--- src/rtl/t5_pkg.sv ---
// Shared definitions for the t5 Wishbone arbiter.
//   arb_state_e  : arbiter FSM state encoding (idle / instruction grant / data grant)
//   SlimDefault  : default cap on consecutive data grants while an instruction request waits
package t5_pkg;

  typedef enum logic [1:0] {
    StIdle = 2'd0,
    StIgnt = 2'd1,
    StDgnt = 2'd2
  } arb_state_e;

  localparam int unsigned SlimDefault = 4;

endpackage

--- src/rtl/t5_wbarb_if.sv ---
// Simple Wishbone-style bus bundle.
//   adr : word address [31:2]        dto : write data (master -> slave)
//   sel : byte selects               stb : request strobe
//   wre : write enable               ack : transfer acknowledge (slave -> master)
//   dti : read data (slave -> master)
// master modport drives the request side, slave modport answers it.
interface t5_wbarb_if #(
  parameter int unsigned XLEN = 32
);
  logic [29:0]     adr;
  logic [XLEN-1:0] dto;
  logic [3:0]      sel;
  logic            stb;
  logic            wre;
  logic            ack;
  logic [XLEN-1:0] dti;

  modport master (output adr, dto, sel, stb, wre, input ack, dti);
  modport slave  (input adr, dto, sel, stb, wre, output ack, dti);
endinterface

--- src/rtl/t5_wbarb.sv ---
// Two-master to one-slave Wishbone arbiter. Data requests win collisions, but after
// SLIM back-to-back data grants with an instruction request pending, the instruction
// master is served next so it cannot starve.
//   sys_clk : clock, rising edge
//   sys_rst : synchronous active-high reset
//   sys_ena : arbitration enable; low blocks new grants, in-flight grants still finish
//   iwb     : instruction master port (arbiter is its slave)
//   dwb     : data master port (arbiter is its slave)
//   mwb     : shared memory port (arbiter is the master)
module t5_wbarb
  import t5_pkg::*;
#(
  parameter int unsigned XLEN = 32,
  parameter int unsigned SLIM = SlimDefault
) (
  input logic        sys_clk,
  input logic        sys_rst,
  input logic        sys_ena,
  t5_wbarb_if.slave  iwb,
  t5_wbarb_if.slave  dwb,
  t5_wbarb_if.master mwb
);

  localparam logic [3:0] SlimCnt = 4'(SLIM);

  arb_state_e state_q;
  logic [3:0] scnt_q;   // consecutive data grants issued while iwb.stb was pending
  logic       starve;

  assign starve = (scnt_q == SlimCnt) && iwb.stb;

  always_ff @(posedge sys_clk) begin
    if (sys_rst) begin
      state_q <= StIdle;
      scnt_q  <= '0;
    end else begin
      case (state_q)
        StIdle: begin
          if (sys_ena && dwb.stb && !starve) begin
            state_q <= StDgnt;
            if (!iwb.stb) begin
              scnt_q <= '0;
            end else if (scnt_q < SlimCnt) begin
              scnt_q <= scnt_q + 4'd1;
            end
          end else if (sys_ena && iwb.stb) begin
            state_q <= StIgnt;
            scnt_q  <= '0;
          end
        end
        // Leave on ack, or when the master aborts by dropping its strobe.
        StIgnt: if (mwb.ack || !iwb.stb) state_q <= StIdle;
        StDgnt: if (mwb.ack || !dwb.stb) state_q <= StIdle;
        default: state_q <= StIdle;
      endcase
    end
  end

  // Shared port follows the granted master; everything is zero while idle.
  always_comb begin
    mwb.adr = '0;
    mwb.dto = '0;
    mwb.sel = '0;
    mwb.stb = 1'b0;
    mwb.wre = 1'b0;
    case (state_q)
      StIgnt: begin
        mwb.adr = iwb.adr;
        mwb.dto = iwb.dto;
        mwb.sel = iwb.sel;
        mwb.stb = iwb.stb;
        mwb.wre = iwb.wre;
      end
      StDgnt: begin
        mwb.adr = dwb.adr;
        mwb.dto = dwb.dto;
        mwb.sel = dwb.sel;
        mwb.stb = dwb.stb;
        mwb.wre = dwb.wre;
      end
      default: ;
    endcase
  end

  // Acks are forwarded in the same cycle; a stray ack while idle reaches nobody.
  assign iwb.ack = mwb.ack && (state_q == StIgnt) && iwb.stb;
  assign dwb.ack = mwb.ack && (state_q == StDgnt) && dwb.stb;
  assign iwb.dti = mwb.dti;
  assign dwb.dti = mwb.dti;

endmodule
--- src/flat_wrapper.sv ---
// flat-port wrapper written by rule: the top's interface ports become plain ports
module t5_wbarb_flat import t5_pkg::*;
#(
  parameter int unsigned XLEN = 32,
  parameter int unsigned SLIM = SlimDefault
)
  (sys_clk, sys_rst, sys_ena, iwb_adr, iwb_dto, iwb_sel, iwb_stb, iwb_wre, iwb_ack, iwb_dti, dwb_adr, dwb_dto, dwb_sel, dwb_stb, dwb_wre, dwb_ack, dwb_dti, mwb_adr, mwb_dto, mwb_sel, mwb_stb, mwb_wre, mwb_ack, mwb_dti);
  t5_wbarb_if #(.XLEN(XLEN)) iwb_i ();
  t5_wbarb_if #(.XLEN(XLEN)) dwb_i ();
  t5_wbarb_if #(.XLEN(XLEN)) mwb_i ();
  input logic sys_clk;
  input logic sys_rst;
  input logic sys_ena;
  input wire logic [$bits(iwb_i.adr)-1:0] iwb_adr;
  input wire logic [$bits(iwb_i.dto)-1:0] iwb_dto;
  input wire logic [$bits(iwb_i.sel)-1:0] iwb_sel;
  input wire logic [$bits(iwb_i.stb)-1:0] iwb_stb;
  input wire logic [$bits(iwb_i.wre)-1:0] iwb_wre;
  output wire logic [$bits(iwb_i.ack)-1:0] iwb_ack;
  output wire logic [$bits(iwb_i.dti)-1:0] iwb_dti;
  input wire logic [$bits(dwb_i.adr)-1:0] dwb_adr;
  input wire logic [$bits(dwb_i.dto)-1:0] dwb_dto;
  input wire logic [$bits(dwb_i.sel)-1:0] dwb_sel;
  input wire logic [$bits(dwb_i.stb)-1:0] dwb_stb;
  input wire logic [$bits(dwb_i.wre)-1:0] dwb_wre;
  output wire logic [$bits(dwb_i.ack)-1:0] dwb_ack;
  output wire logic [$bits(dwb_i.dti)-1:0] dwb_dti;
  output wire logic [$bits(mwb_i.adr)-1:0] mwb_adr;
  output wire logic [$bits(mwb_i.dto)-1:0] mwb_dto;
  output wire logic [$bits(mwb_i.sel)-1:0] mwb_sel;
  output wire logic [$bits(mwb_i.stb)-1:0] mwb_stb;
  output wire logic [$bits(mwb_i.wre)-1:0] mwb_wre;
  input wire logic [$bits(mwb_i.ack)-1:0] mwb_ack;
  input wire logic [$bits(mwb_i.dti)-1:0] mwb_dti;
  assign iwb_i.adr = iwb_adr;
  assign iwb_i.dto = iwb_dto;
  assign iwb_i.sel = iwb_sel;
  assign iwb_i.stb = iwb_stb;
  assign iwb_i.wre = iwb_wre;
  assign iwb_ack = iwb_i.ack;
  assign iwb_dti = iwb_i.dti;
  assign dwb_i.adr = dwb_adr;
  assign dwb_i.dto = dwb_dto;
  assign dwb_i.sel = dwb_sel;
  assign dwb_i.stb = dwb_stb;
  assign dwb_i.wre = dwb_wre;
  assign dwb_ack = dwb_i.ack;
  assign dwb_dti = dwb_i.dti;
  assign mwb_adr = mwb_i.adr;
  assign mwb_dto = mwb_i.dto;
  assign mwb_sel = mwb_i.sel;
  assign mwb_stb = mwb_i.stb;
  assign mwb_wre = mwb_i.wre;
  assign mwb_i.ack = mwb_ack;
  assign mwb_i.dti = mwb_dti;
  t5_wbarb #(.XLEN(XLEN), .SLIM(SLIM)) u_core (.sys_clk(sys_clk), .sys_rst(sys_rst), .sys_ena(sys_ena), .iwb(iwb_i), .dwb(dwb_i), .mwb(mwb_i));
endmodule
--- config.mk ---
export PLATFORM = sky130hd
export DESIGN_NAME = t5_wbarb_flat
export DESIGN_NICKNAME = d
export VERILOG_FILES = /design/src/rtl/t5_pkg.sv /design/src/rtl/t5_wbarb_if.sv /design/src/rtl/t5_wbarb.sv /design/src/flat_wrapper.sv
export SDC_FILE = /design/constraint.sdc
export NUM_CORES = 1
export LEC_CHECK = 0
export CORE_AREA = 8 8 113 115
export DETAILED_ROUTE_END_ITERATION = 8
export DIE_AREA = 0 0 121 123
export GPL_TIMING_DRIVEN = 0
export PLACE_DENSITY = 0.78
export SETUP_SLACK_MARGIN = 0.4
export SLEW_MARGIN = 30
export SYNTH_ARGS = -nofsm -noshare
export SYNTH_HDL_FRONTEND = slang
export SYNTH_SLANG_ARGS = --single-unit
--- constraint.sdc ---
create_clock -name sys_clk -period 2.15 [get_ports sys_clk]
set_input_delay 0.215 -clock sys_clk [delete_from_list [all_inputs] [get_ports sys_clk]]
set_output_delay 0.215 -clock sys_clk [all_outputs]
set_load 0.01 [all_outputs]
Yosys cells after proc, flatten, opt, wreduce, memory -nomap -nowiden --
Index checks and enable logic that the tools add are counted.
Word-level totals: flip-flop bits (word level) 6, bits in latches 0, memory bits (writable) 0, ROM bits 0, input port bits 172, output and inout port bits 134, logic and storage cells 42, memories 0
Cells by class: $add $sub $neg 1, multiply operators 0, div/mod/pow operators 0, magnitude comparators 1, equality and inequality tests 7, shifts and indexed selects 0, muxes and demuxes 14, bitwise logic cells 0, reduce and logical (&&, ||, !) cells 17
Operator list (count):
- 32-bit case mux with 2 select lines | 1
- 30-bit case mux with 2 select lines | 1
- 4-bit 2-to-1 mux | 4
- 1-bit logical AND | 8
- 2-bit 2-to-1 mux | 4
- 4-bit case mux with 2 select lines | 1
- 2-bit case mux with 3 select lines | 1
- 3-bit AND reduction | 2
- 4-bit by 1-bit adder with 4-bit output (second input constant) | 1
- 4-bit by 3-bit == test with 1-bit output (second input constant) | 1
- 4-bit by 3-bit < comparator with 1-bit output (second input constant) | 1
- 2-bit by 1-bit != test with 1-bit output (second input constant) | 2
- 1-bit case mux with 2 select lines | 2
- 1-bit logical NOT | 3
- 3-bit by 1-bit != test with 1-bit output (second input constant) | 1
- 3-bit != test (second input constant) | 1
- 2-bit by 1-bit == test with 1-bit output (second input constant) | 1
- 2-bit == test (second input constant) | 1
- 2-bit logical NOT | 1
- 1-bit logical OR | 2
- 2-bit nonzero test | 1

Longest topological paths before layout --
word-level depth 6, gate-level depth with buffers 7

Worst setup path before layout --
No wires, ideal clock.
path type flip-flop to output port, start reg u_core.state_q[0], end out mwb_adr[10], arrival time 1377 ps, required time 1935 ps, setup slack 558 ps, cell stages (with the launch flop) 8, path buffers 3, path through dfxtp_1 > inv_1 > ha_1 > clkbuf_1 > buf_2 > buf_2 > a22oi_1 > nor2b_1
Between the ends: cells in the longest elaborated chain, start to end 2, elaborated cells between the ends (all ways) 3, classes of those cells 2 x eq/ne; 1 x mux
Ends and longest elaborated chain:
- from (decl) | line t5_wbarb.sv:26 | arb_state_e state_q;
- from (signal assigned) | line t5_wbarb.sv:34 | state_q <= StIdle;
- from (signal assigned) | line t5_wbarb.sv:40 | state_q <= StDgnt;
- from (signal assigned) | line t5_wbarb.sv:47 | state_q <= StIgnt;
- 2-bit == test or 2-bit by 1-bit == test with 1-bit output (tied branches) | line t5_wbarb.sv:66 | case (state_q)
- 30-bit case mux with 2 select lines (*) | line t5_wbarb.sv:66
- to (decl) | line flat_wrapper.sv:28 | output wire logic [$bits(mwb_i.adr)-1:0] mwb_adr;
Every way passes the cells marked *; elsewhere a longest branch is shown, timed or not.

Final worst setup path --
start reg u_core.state_q[0], end out mwb_adr[9]
The elaborated chain is that of the path after synthesis.

==> impl_metrics.tcl <==
set metrics [dict create \
    crit_path_max_fanout 7 \
    root_buffer "clkbuf_16" \
    worst_slew_pin_slew_ns 0.317 \
    io_pins 306 \
    crit_type "reg2out" \
    clkSinkCount 6 \
    clockBufferDepth 2 \
    cts.clk_slew.worst_paths_ns 0.04 \
    finalSetupViolCount 0 \
    wire_per_inst_um 19.7 \
    timing.fmax_mhz 530 \
    syn_area_sq_mm 0.00194 \
    layout-drive-gt1-share 0.461 \
    synth_top_family_by_area "compound AO/OA/AOI/OAI gates" \
    synthAdderAreaFrac 0.0322 \
    vias 3161 \
    avgViaCountPerCell 4.41 \
    design.core.area_sq_mm 0.0111 \
    synth_top_cell_by_area "a22oi_1" \
    cp.arrival_ns 1.67 \
    routed_wl_um 14100 \
    hold_path.class "in2reg" \
    vdd_drop_max_mv 0.281 \
    syn_nets 451 \
    relSlewSlack 0.788 \
    first_iter_violations 114 \
    min-delay-start "iwb_stb" \
    cts_tree "yes" \
    die_h_um 123 \
    gr-total-overflow 0 \
    dr.pass1.iters 4 \
    grt_pass1_vias 3362 \
    grt_pass1_wl_um 18900 \
    synth_compound_area_frac 0.320 \
    switching_share 0.304 \
    power_frac_seq 0.074 \
    worst_ep_required_time_ns 1.93 \
    async_reset_ff_frac 0 \
    ctsHoldBuffers 0 \
    period_share 0.878 \
    cap_violations 0 \
    synth_xor_area_frac 0 \
    row_count 39 \
    clockPowerShare 0.192 \
    routabilityCongestion 0.849 \
    fp.dieW_um 121 \
    htree_levels 1 \
    crit_path_start_kind "flop" \
    synth-seq-area-share 0.0619 \
    clock_skew_ns 0.00144 \
    post-dp-hpwl_um 11300 \
    synthSimpleGateAreaFrac 0.275 \
    p_int_mw 1.12 \
    nets 752 \
    antenna_left 0 \
    diodes 0 \
    leakagePower_nw 2.23 \
    grt_usage 0.160 \
    synth_edf_count 0 \
    synth_top_cell_area_share 0.259 \
    netlist_top_cells_count "nor2b_1, a22oi_1, buf_4" \
    switchingPower_mw 0.489 \
    seq_area_sq_um 125 \
    synth_cell_types 32 \
    start_util 0.175 \
    place_ws_ns -0.578 \
    post_synth.cell_area_avg_sq_um 7.09 \
    layout_setup_ws_ns 0.262 \
    ys_ff_latch 6 \
    p_comb_frac 0.734 \
    die_area_sq_mm 0.0149 \
    final_max_slew_viol_count 0 \
    critPathCaptureType "output pin" \
    fin_crit_ns 1.89 \
    synth_most_common_cell "nor2b_1" \
    ys.flop_type "dfxtp_1" \
    critical_path.startpoint "u_core.state_q[0]" \
    synthMuxAreaShare 0 \
    final_util 0.508 \
    power_density_mw_per_mm2 286 \
    rsz0062_at_grt "true" \
    rr_startpoint "u_core.state_q[0]" \
    multi_input_area_sq_mm 0.00158 \
    syn2layout_area_growth_pct 190 \
    status "finished, final reports clean" \
    ys_warn_count 0 \
    clock_latency_ns 0.23 \
    antenna_found_initial 0 \
    final-hold-violation-count 0 \
    synthCells 274 \
    synthTopCellsByArea "a22oi_1, buf_4, nor2b_1" \
    portBuffers 272 \
    fillers 1033 \
    cts_buffers 3 \
    grt_max_degree 11 \
    remaining_drc_errors 0 \
]
-- final cells by class --
cell class	count	area share
clock buffers	3	0.0133
plain buffers	88	0.162
well taps	143	0.0318
inverters	5	0.00378
multi-input cells	175	0.281
flip-flops and latches	6	0.0222
repair buffers	296	0.485
-- logic make-up after synthesis --
kind of cell,count (synthesis)
AOI/OAI and AO/OA,84
adders and majority gates,5
buffers and inverters,93
and+or+nand+nor,86
DFF,6
-- final timing paths --
| path | endpoint | slack (ns) | cells after the start |
|---|---|---|---|
| max | mwb_adr[9] | 0.26 | 8 |
| min | u_core.scnt_q[3] | 0.31 | 3 |
| max reg2reg | u_core.state_q[1] | 0.32 | 9 |
| min reg2reg | u_core.scnt_q[3] | 0.48 | 2 |
-- what timing repair did --
action,CTS,global route
hold endpoints to repair,0,0
setup buffers,8,5
setup endpoints to repair,71,71
pin swaps,12,17
gates cloned,3,8
resized for setup,394,65
-- layer usage --
metal,track usage,vias to the layer above,part of all wire
met5,0,-,0
met4,0.0273,0,0.0092
met3,0.0534,10,0.099
met2,0.314,193,0.54
met1,0.162,1448,0.35
li1,-,1510,-
-- sequential cells by signal (all words and copies together), names as in the netlist --
name	flops
u_core.scnt_q	4
u_core.state_q	2
-- power by group through the flow --
stage	combinational [mW]	clock, mW	sequential, mW
floorplan	0.372	0	0.118
global placement	0.895	0	0.119
detailed placement	0.910	0	0.119
CTS	1.07	0.305	0.119
global route	1.25	0.322	0.119
finish	1.18	0.309	0.119
-- critical path, cell delays in order, from the launching register on --
cell and delay, ns:
dfxtp_2 0.33, buf_6 0.12, ha_4 0.15, clkbuf_16 0.17, buf_8 0.14, buf_8 0.13
a22oi_2 0.20, nor2b_4 0.08, buf_6 0.12
-- layout by cell type, fill, tap and decap left out, types with 2 or more instances in the layout --
cell type / n
nand4_1: 2
clkbuf_16: 14
buf_8: 6
buf_12: 4
clkbuf_8: 4
buf_6: 14
buf_2: 64
nor3_1: 2
inv_1: 3
ha_4: 3
nand2_1: 3
buf_4: 75
nand3_1: 2
o21ai_0: 2
ha_1: 2
clkdlybuf4s50_1: 202
a22oi_1: 9
a22oi_2: 59
nor2b_2: 7
a21oi_1: 4
nor2b_1: 61
dfxtp_1: 4
-- per-stage QoR --
stage	TNS (ns)	std cells	hold slack (ns)	cell area, sq um	power, mW
2_1_floorplan	0	274	0.284	1940	0.490
3_3_place_gp	-16.16	689	0.453	4840	1.01
3_5_place_dp	-20.65	689	0.473	4840	1.03
4_1_cts	0	703	0.315	5250	1.49
5_1_grt	0	716	0.325	5620	1.69
6_report	0	716	0.308	5620	1.61
Note: power is estimated with default switching activity, not from simulation.
